File: src/rtl/security_arming_fsm.sv
// Home security arming sequencer: exit/entry delays, intrusion detection,
// lock enable and timed siren. All outputs are decoded from registered state.
module security_arming_fsm #(
  parameter int PERSON_WIDTH = 4,
  parameter int DELAY_WIDTH  = 8,
  parameter int EXIT_TICKS   = 30,
  parameter int ENTRY_TICKS  = 15,
  parameter int SIREN_TICKS  = 60
) (
  input  logic                    clk_i,
  input  logic                    rst_i,
  input  logic                    tick_i,
  input  logic                    arm_req_i,
  input  logic                    disarm_req_i,
  input  logic [PERSON_WIDTH-1:0] person_count_i,
  input  logic                    door_open_i,
  input  logic                    window_open_i,
  output logic                    security_control_valid_o,
  output logic                    siren_o,
  output logic                    arm_reject_o,
  output logic [2:0]              state_o,
  output logic [DELAY_WIDTH-1:0]  remaining_o
);

  // state    | meaning
  // DISARMED | idle, locks free
  // EXIT     | exit delay running after arm request
  // ARMED    | armed, locks enabled, watching doors/windows
  // ENTRY    | entry delay running, waiting for disarm
  // ALARM    | intrusion, locks held, siren timed
  typedef enum logic [2:0] {
    DISARMED = 3'd0,
    EXIT     = 3'd1,
    ARMED    = 3'd2,
    ENTRY    = 3'd3,
    ALARM    = 3'd4
  } state_t;

  localparam logic [DELAY_WIDTH-1:0] ONE = DELAY_WIDTH'(1);

  state_t                 state_q, state_d;
  logic [DELAY_WIDTH-1:0] cnt_q, cnt_d;
  logic                   siren_q, siren_d;
  logic                   reject_q, reject_d;
  logic                   occupied;
  logic                   expiry;

  assign occupied = (person_count_i != '0);
  assign expiry   = tick_i && (cnt_q == ONE);

  always_ff @(posedge clk_i) begin
    if (rst_i) begin
      state_q  <= DISARMED;
      cnt_q    <= '0;
      siren_q  <= 1'b0;
      reject_q <= 1'b0;
    end else begin
      state_q  <= state_d;
      cnt_q    <= cnt_d;
      siren_q  <= siren_d;
      reject_q <= reject_d;
    end
  end

  always_comb begin
    state_d  = state_q;
    cnt_d    = cnt_q;
    siren_d  = siren_q;
    reject_d = 1'b0;

    if (disarm_req_i) begin
      state_d = DISARMED;
      cnt_d   = '0;
      siren_d = 1'b0;
    end else begin
      unique case (state_q)
        DISARMED: begin
          siren_d = 1'b0;
          cnt_d   = '0;
          if (arm_req_i) begin
            if (window_open_i) begin
              reject_d = 1'b1;
            end else begin
              state_d = EXIT;
              cnt_d   = DELAY_WIDTH'(EXIT_TICKS);
            end
          end
        end
        EXIT: begin
          if (window_open_i) begin
            state_d  = DISARMED;
            cnt_d    = '0;
            reject_d = 1'b1;
          end else if (expiry) begin
            cnt_d = '0;
            if (!occupied && !door_open_i) begin
              state_d = ARMED;
            end else begin
              state_d  = DISARMED;
              reject_d = 1'b1;
            end
          end else if (tick_i && cnt_q != '0) begin
            cnt_d = cnt_q - ONE;
          end
        end
        ARMED: begin
          // Window intrusion skips the entry delay entirely.
          if (window_open_i) begin
            state_d = ALARM;
            cnt_d   = DELAY_WIDTH'(SIREN_TICKS);
            siren_d = 1'b1;
          end else if (door_open_i || occupied) begin
            state_d = ENTRY;
            cnt_d   = DELAY_WIDTH'(ENTRY_TICKS);
          end
        end
        ENTRY: begin
          if (window_open_i || expiry) begin
            state_d = ALARM;
            cnt_d   = DELAY_WIDTH'(SIREN_TICKS);
            siren_d = 1'b1;
          end else if (tick_i && cnt_q != '0) begin
            cnt_d = cnt_q - ONE;
          end
        end
        ALARM: begin
          if (tick_i && cnt_q != '0) begin
            cnt_d = cnt_q - ONE;
            if (cnt_q == ONE) siren_d = 1'b0;
          end
        end
        default: begin
          state_d = DISARMED;
          cnt_d   = '0;
          siren_d = 1'b0;
        end
      endcase
    end
  end

  assign security_control_valid_o = (state_q == ARMED) || (state_q == ALARM);
  assign siren_o                  = siren_q;
  assign arm_reject_o             = reject_q;
  assign state_o                  = state_q;
  assign remaining_o              = cnt_q;

endmodule

File: config.mk
export PLATFORM = sky130hd
export DESIGN_NAME = security_arming_fsm
export DESIGN_NICKNAME = d
export VERILOG_FILES = /design/src/rtl/security_arming_fsm.sv
export SDC_FILE = /design/constraint.sdc
export NUM_CORES = 1
export LEC_CHECK = 0
export BUFFER_PORTS_ARGS = -buffer_cell sky130_fd_sc_hd__buf_2
export CORE_ASPECT_RATIO = 1.4
export CORE_MARGIN = 4
export CORE_UTILIZATION = 58
export DETAILED_ROUTE_END_ITERATION = 16
export PLACE_DENSITY = 0.84
export SYNTH_ARGS = -nofsm -noshare
export SYNTH_HDL_FRONTEND = slang
export SYNTH_SLANG_ARGS = --single-unit
File: constraint.sdc
create_clock -name clk_i -period 4.56 [get_ports clk_i]
set_clock_uncertainty 0.15 [all_clocks]
set_input_delay 0.684 -clock clk_i [delete_from_list [all_inputs] [get_ports clk_i]]
set_output_delay 0.684 -clock clk_i [all_outputs]
set_load 0.01 [all_outputs]
======== After elaboration in Yosys (flattened, before gate mapping) ========
Index checks and enable logic that the tools add are counted.
storage, ports and cells
  bits in registers ....................... 13
  latch bits .............................. 0
  bits in writable memories ............... 0
  ROM bits ................................ 0
  output and inout bits ................... 14
  logic and storage cells ................. 63
  memories kept ........................... 0
operators by class
  add/sub/neg operators ................... 1
  multiply operators ...................... 0
  div/mod/pow operators ................... 0
  magnitude comparators ................... 0
  equal/unequal tests ..................... 13
  shift-type cells ........................ 0
  multiplexer cells ....................... 29
  bitwise gates (word level) .............. 2
  reduce and logical (&&, ||, !) cells .... 14
operator list
  cell                                                 count
  2-to-1 mux 8 bit                                     6
  one-hot mux 8 bit (5 select lines)                   1
  2-to-1 mux 3 bit                                     7
  one-hot mux 3 bit (5 select lines)                   1
  != test 2 bit, second input constant                 6
  2-to-1 mux 5 bit                                     2
  2-to-1 mux 1 bit                                     9
  equality test 8 x 1 -> 1 bit, second input constant  1
  nonzero test 8 bit                                   1
  subtractor 8 x 1 -> 8 bit, second input constant     1
  equality test 3 x 2 -> 1 bit, second input constant  2
  != test 3 bit, second input constant                 2
  AND reduction 6 bit                                  1
  AND reduction 5 bit                                  1
  one-hot mux 1 bit (4 select lines)                   1
  nonzero test 4 bit                                   1
  equality test 3 x 1 -> 1 bit, second input constant  1
  equality test 3 bit, second input constant           1
  logical AND 1 bit                                    3
  logical NOT 3 bit                                    1
  logical OR 1 bit                                     3
  logical NOT 1 bit                                    2
  2-to-1 mux 2 bit                                     1
  inverter 1 bit                                       2
  other kinds (2)                                      2

======== Depth between registers and ports, before layout ========
Gate-level depths: netlist of the first run.
  word-level depth ........................ 7
  mapped depth ............................ 7

======== Worst setup path after synthesis of the first run ========
No wires, ideal clock.
  path kind ............................... input-to-reg
  start ................................... in window_open_i
  end ..................................... reg cnt_q[4] (netlist: remaining_o[4])
  arrival ................................. 1.685 ns
  data required time ...................... 4.351 ns
  setup slack ............................. 2.666 ns
  cell stages on the path ................. 4
  cells stage by stage .................... nor4_4 > a31oi_1 > a2111oi_0 > o31a_1
between the ends
  longest elaborated chain between the ends .. 3
  elaborated cells on any way between the ends .. 8
  those cells by class .................... eq/ne: 1; mux: 6; reduce/logical: 1
RTL lines
  item                                                  RTL line  text
  start: declaration                                    17        input logic window_open_i,
  2-to-1 mux 5 bit or logical OR 1 bit (tied branches)  81, 118
  2-to-1 mux 5 bit or 2-to-1 mux 8 bit (tied branches)  80, 118
  one-hot mux 8 bit (5 select lines)                    76        unique case (state_q)
  end signal: assignment                                59        cnt_q <= cnt_d;
  end: declaration                                      42        logic [DELAY_WIDTH-1:0] cnt_q, cnt_d;
Several ways; a longest one is shown, not always the timed one.
A chain may end at the register's enable or synchronous reset.

======== Worst setup path after layout of the first run ========
  start ................................... reg state_q[2] (netlist: state_o[2])
  end ..................................... out security_control_valid_o
between the ends
  longest elaborated chain between the ends .. 2
  elaborated cells on any way between the ends .. 3
  those cells by class .................... eq/ne: 2; reduce/logical: 1
RTL lines
  item                                                                 RTL line  text
  start: declaration                                                   41        state_t state_q, state_d;
  start signal: assignment                                             58        state_q <= state_d;
  equality test 3 x 2 -> 1 bit or equality test 3 bit (tied branches)  141       assign security_control_valid_o = (state_q == ARMED) || (state_q == ALARM);
  logical OR 1 bit (*)                                                 141
  end: declaration                                                     18        output logic security_control_valid_o,
Mark *: on every way between the ends. The rest lies on a longest branch, timed or not.

==> impl_metrics.csv, run 1 <==
group,metric,value,unit
status,status,"finished clean",
pwr,ir_drop,0.168,mV
cts,cts.sinks,13,
synthesis,yosysMostFrequentCell,"dfxtp_1",
placement,dp_cells,174,
timing,fin_hold_ws,0.359,ns
timing,slew_violations,0,
synthesis,yosysTopAreaCell,"dfxtp_1",
drt,wl,3240,µm
placement,gp_congestion,0.909,
global_route,grtUsageTotal,0.255,
drt,route.detailed.drc,0,
timing,fmax,432,MHz
timing,hold_viol,0,
synthesis,seq_area_frac_synth,0.219,
die,die_y,61.5,µm
cts,worstSkewPairLatency,0.29,ns
timing,fin_crit_sh,0.508,
pwr,combPwrFrac,0.185,
die,start_util,0.609,
die,die_area,0.00285,mm²
global_route,grt_max_degree,19,
synthesis,syn_area_per_cell,8.54,µm²
final_layout,syn_to_final_growth,10.0,%
placement,port_buffers,24,
synthesis,ys_ff_latch,13,
timing,setup_viol,0,
pwr,powerDensity,187,mW/mm²
synthesis,synth_fp_nets,153,
pwr,p_sw_frac,0.310,
pwr,power,244,µW
synthesis,yosys_warnings,0,
timing,fin_crit,2.32,ns
cts,cts_buffers,3,
drt,via_per_inst,6.89,
worst_setup_path,crit_type,"flip-flop to output pin",
cts,cts.path.max_buffers,2,
drt,dr.pass1.iters,4,
drt,num_vias,1227,
drt,final_antenna_net_count,0,
cts,path_clk_slew,0.09,ns
drt,routedWlPerCell,18.2,µm
timing,tns,0,ns
synthesis,yosys_most_used_dff,"dfxtp_1",
die,ioPinCount,25,
cts,hold_buffers,0,
pwr,pwr-share-seq,0.490,
synthesis,ys_top_cells_by_count,"dfxtp_1, nor2_1, nand2_1, o21ai_0",
timing,worst_pin_slew,0.836,ns
global_route,antenna_found_initial,0,
global_route,gr-total-overflow,0,
synthesis,synth_top_area_frac,0.219,
pwr,switchingPower,75.6,µW
die,coreArea,0.00195,mm²
cts,cts_resized,0,
synthesis,synthesis.instances,139,
timing,max_slew_margin,0.439,
placement,dp_hpwl,2430,µm
drt,first_iter_violations,59,
pwr,power.internal,168,µW
worst_setup_path,crit_arrival,1.48,ns
worst_setup_path,required,3.73,ns
cts,cts_tree,"done",
die,die_w,46.2,µm
timing,rsz0062_at_grt,"no",
flow_run,cap_violations,0,
final_layout,layoutNonFillerInstCount,178,
pwr,p_clk_frac,0.325,
final_layout,drive_above_1_share,0.293,
final_layout,fin_nets,172,
final_layout,diodes,0,
synthesis,netlist_area,0.00119,mm²
synthesis,yosysUniqueCellTypes,61,
pwr,leakage,0.526,nW
worst_setup_path,start_kind,"flip-flop",
synthesis,synth_area_leaders,"dfxtp_1, nor4_4, nor2_1, ha_1, o21ai_0",
cts,htree_levels,1,
global_route,grt_pass1_wl,5210,µm
cts,postCtsSetupRepairBufs,0,
worst_setup_path,crit_path_end_kind,"output pin",
global_route,grt_pass1_vias,1111,
worst_setup_path,cp_max_fo,18,
cts,cts_root_buf,"clkbuf_4",
synthesis,synth_async_sr_flop_share,0,
die,rows,19,
hold_path,hold_path_class,"flip-flop to flip-flop",
synthesis,synth_edf_count,0,
## flip-flops by register name, summed over array words and instances (netlist names)
name,cells
arm_reject_o,1
remaining_o,8
siren_o,1
state_o,3
## worst max-delay path, cell delays in order (launching register included)
cell	delay, ns
dfxtp_1	0.68
inv_1	0.13
nand2_1	0.12
a21oi_1	0.08
buf_2	0.18
## area by class of cell
class                           count  area [µm²]
Multi-Input combinational cell    113         862
Clock buffer                        4        26.3
Fill cell                         162         643
Inverter                            3        11.3
Tap cell                           21        26.3
Timing Repair Buffer               24         120
Sequential cell                    13         260
## power by group through the flow
stage                     sequential, mW  combinational [mW]  clock, mW
after global placement             0.122              0.0430          0
after detailed placement           0.122              0.0444          0
after floorplan                    0.121              0.0319          0
after CTS                          0.119              0.0445     0.0763
after global routing               0.120              0.0492     0.0845
final                              0.119              0.0451     0.0793
## worst paths after layout
kind / cells past startpoint / to / slack (ns) / startpoint
max: 4 / security_control_valid_o / 2.24 / state_o[2]
min: 1 / siren_o / 0.36 / siren_o
max reg2reg: 4 / state_o[0] / 2.36 / state_o[1]
min reg2reg: 1 / siren_o / 0.36 / siren_o
## routing by layer
metal | up-vias | track usage | wire length [µm]
li1 | 586 | - | -
met1 | 593 | 0.300 | 1260
met2 | 43 | 0.447 | 1750
met3 | 5 | 0.0409 | 191
met4 | 0 | 0.106 | 41
met5 | - | 0 | 0
## per-stage QoR
step                setup WS, ns  utilization  cell area (µm²)
floorplan                   2.67            -             1190
global placement            2.37        0.657             1280
detailed placement          2.30        0.657             1280
CTS                         2.27        0.670             1310
global route                2.12        0.670             1310
finish                      2.24        0.670             1310
## logic make-up (layout without fill, tap and decap cells)
kind of cell / after synthesis / count (layout) / synth area share
and+or+nand+nor: 60 / 60 / 0.330
AOI/OAI and AO/OA: 48 / 48 / 0.349
DFF: 13 / 13 / 0.219
buffers and inverters: 13 / 31 / 0.0548
adders and majority gates: 3 / 3 / 0.0316
xor gates and xnor gates: 1 / 1 / 0.00738
muxes: 1 / 1 / 0.00843
## layout by cell type (no fill, tap or decap), drive strengths merged, types with 3 or more instances in the layout
cell      n
nand3     5
clkbuf    4
a31oi     3
buf      24
dfxtp    13
nand2b    3
nor3      5
and2      3
inv       3
or3       3
ha        3
a21oi     6
a211oi    4
nor2     11
o21ai     6
nor2b     3
o22ai     3
a2111oi   4
o211ai    3
nand2     7
nor3b     5
Power figures use the tool's default switching activity.
==> inputs of run 2 (changes only) <==
Settings changed: ABC_AREA from default to 1, CORE_UTILIZATION 58 to 47, PLACE_DENSITY 0.84 to 0.75.
Clock period 4.56 ns to 1.9 ns, I/O delays scaled along.
==> run 2 against run 1 <==
Effect of this change:
- synthesized area down 15%
- combinational power rose to 3.7 times the previous value
- non-clock buffer count up 2
- critical path type is now flip-flop to flip-flop
- register-to-register slack worse by 2.2 ns
- sequential share of layout area up 1.8 points
- final cell count up 23%
- flip-flop and latch count unchanged
- synthesized cell count up 21%
- first-iteration DRC count down 78%
- clock-buffer cell count unchanged
==> impl_metrics.csv, run 2 <==
group,metric,value,unit
status,status,"finished clean",
timing,fmax,580,MHz
final_layout,drive_above_1_share,0.247,
global_route,grt_pass1_vias,1103,
synthesis,ys_ff_latch,13,
pwr,combPwrFrac,0.268,
worst_setup_path,crit_type,"flip-flop to flip-flop",
drt,routedWlPerCell,11.4,µm
worst_setup_path,r2r_end,"remaining_o[2]",
timing,tns,0,ns
synthesis,yosysUniqueCellTypes,24,
timing,fin_crit,1.72,ns
final_layout,largest_reg_flops,8,
timing,hold_viol,0,
pwr,pwr-share-seq,0.462,
final_layout,mostFrequentLayoutCells,"nand2_1, nor2_1, buf_2",
die,die_area,0.00297,mm²
synthesis,synth_top_family_by_area,"simple AND/OR/NAND/NOR gates",
worst_setup_path,required,1.92,ns
timing,rsz0062_at_grt,"no",
synthesis,syn_area_per_cell,6.02,µm²
global_route,grt_max_degree,11,
drt,route.detailed.drc,0,
timing,fin_crit_sh,0.907,
cts,cts_tree,"done",
pwr,ir_drop,0.460,mV
final_layout,fin_util,0.602,
drt,wl,2490,µm
drt,via_per_inst,5.12,
die,die_y,62.9,µm
final_layout,fin_nets,213,
cts,cts_root_buf,"clkbuf_4",
synthesis,seq_area_frac_synth,0.257,
final_layout,diodes,0,
timing,max_slew_margin,0.741,
synthesis,synthesis.instances,168,
die,die_w,47.2,µm
pwr,power.internal,427,µW
cts,cts.sinks,13,
pwr,p_sw_frac,0.324,
flow_run,cap_violations,0,
worst_setup_path,crit_end,"remaining_o[2]",
cts,path_clk_slew,0.08,ns
cts,cts_buffers,3,
synthesis,yosysTopAreaCell,"dfxtp_1",
drt,first_iter_violations,13,
synthesis,synth_async_sr_flop_share,0,
timing,worst_pin_slew,0.385,ns
global_route,grt_pass1_wl,4470,µm
cts,cts.path.max_buffers,2,
worst_setup_path,r2r-start,"remaining_o[1]",
die,rows,19,
worst_setup_path,crit_arrival,1.74,ns
final_layout,syn_to_final_growth,18.9,%
synthesis,synth_edf_count,0,
timing,setup_viol,0,
cts,worstSkewPairLatency,0.28,ns
pwr,p_clk_frac,0.270,
global_route,grtUsageTotal,0.200,
die,start_util,0.506,
worst_setup_path,start_kind,"flip-flop",
synthesis,synthMuxAreaShare,0,
drt,dr.pass1.iters,4,
global_route,antenna_found_initial,0,
synthesis,synthSimpleGateAreaFrac,0.493,
placement,dp_hpwl,2020,µm
worst_setup_path,r2r_slack,0.18,ns
die,coreArea,0.00200,mm²
drt,num_vias,1121,
synthesis,yosysMostFrequentCell,"nand2_1",
timing,slew_violations,0,
die,ioPinCount,25,
final_layout,final_common_cell,"nand2_1",
placement,gp_congestion,0.892,
synthesis,synth_fa_ha_area_frac,0.0371,
global_route,gr-total-overflow,0,
pwr,powerDensity,525,mW/mm²
synthesis,synth-xor-area-share,0.0173,
worst_setup_path,r2r_cells,11,
synthesis,synth_top_area_frac,0.257,
synthesis,synth-compound-area-share,0.114,
synthesis,synth_area_leaders,"dfxtp_1, nand2_1, nor2_1, nand3_1, inv_1",
worst_setup_path,crit_path_end_kind,"flip-flop",
synthesis,netlist_area,0.00101,mm²
synthesis,synth_fp_nets,182,
worst_setup_path,cp-startpoint,"remaining_o[1]",
placement,port_buffers,24,
pwr,leakage,0.642,nW
synthesis,ys_top_cells_by_count,"nand2_1, nor2_1, inv_1, nand3_1, dfxtp_1",
pwr,switchingPower,204,µW
cts,htree_levels,1,
worst_setup_path,cp_max_fo,6,
synthesis,yosys_warnings,0,
drt,final_antenna_net_count,0,
hold_path,hold_path_class,"input port to flip-flop",
synthesis,yosys_most_used_dff,"dfxtp_1",
==> run 2: per-layer routing <==
layer / up-vias / global-route usage / share of wire / routed length [µm]
met2: 29 / 0.344 / 0.52 / 1300
met4: 0 / 0.107 / 0.022 / 55
li1: 596 / - / - / -
met5: - / 0 / 0 / 0
met3: 4 / 0.0231 / 0.046 / 114
met1: 492 / 0.223 / 0.41 / 1020
==> run 2: metrics by stage <==
step	area, µm²	power [mW]	cells	worst slack, ns	hold slack [ns]
floorplan	1010	0.415	168	0.260	0.300
global placement	1160	0.459	213	0.228	0.298
detailed placement	1160	0.461	213	0.166	0.308
CTS	1180	0.629	217	0.140	0.131
global route	1200	0.673	219	0.00873	0.134
finish	1200	0.631	219	0.176	0.136
==> run 2: worst min path at each step <==
stage             startpoint           end  slack, ns  cells past startpoint
6_report               rst_i    state_o[1]       0.14                      4
5_1_grt            arm_req_i  arm_reject_o       0.13                      3
4_1_cts                rst_i    state_o[1]       0.13                      4
3_5_place_dp         siren_o       siren_o       0.31                      2
3_3_place_gp         siren_o       siren_o       0.30                      2
2_1_floorplan  window_open_i  arm_reject_o       0.30                      2
==> run 2: cell families (layout without fill, tap and decap cells) <==
kind of cell             after synthesis  count (layout)
AND/OR/NAND/NOR                      109             109
XOR/XNOR                               2               2
AO/OA/AOI/OAI                         19              19
flip-flops                            13              13
adder cells (fa/ha/maj)                3               3
buffers and inverters                 22              52
==> run 2: layout make-up <==
cell class / count / area [µm²]
clock buffer: 4 / 26.3
inverter: 22 / 82.6
sequential: 13 / 262
timing repair buffer: 26 / 135
fill: 232 / 795
tap: 21 / 26.3
multi-input combinational: 133 / 671
==> run 2: critical path, stage by stage, from the launching register on <==
cell and delay [ns]:
dfxtp_1 0.38, inv_1 0.10, ha_1 0.21, nand2_1 0.10, nor2_1 0.08, nor2_4 0.16
buf_4 0.14, nand2_1 0.05, nand3_1 0.09, nand2_1 0.05, nand2_1 0.06, a21oi_1 0.05
==> run 2: repair_timing <==
action,4_1_cts,5_1_grt
hold buffers,0,0
endpoints found under the setup margin,0,3
buffers inserted,0,2
gates resized for setup,0,3
==> run 2: power groups by stage <==
stage | registers, mW | logic [mW] | clock network, mW
after floorplan | 0.300 | 0.115 | 0
after CTS | 0.291 | 0.164 | 0.173
after global routing | 0.293 | 0.193 | 0.186
after detailed placement | 0.298 | 0.163 | 0
final | 0.291 | 0.169 | 0.170
after global placement | 0.298 | 0.161 | 0
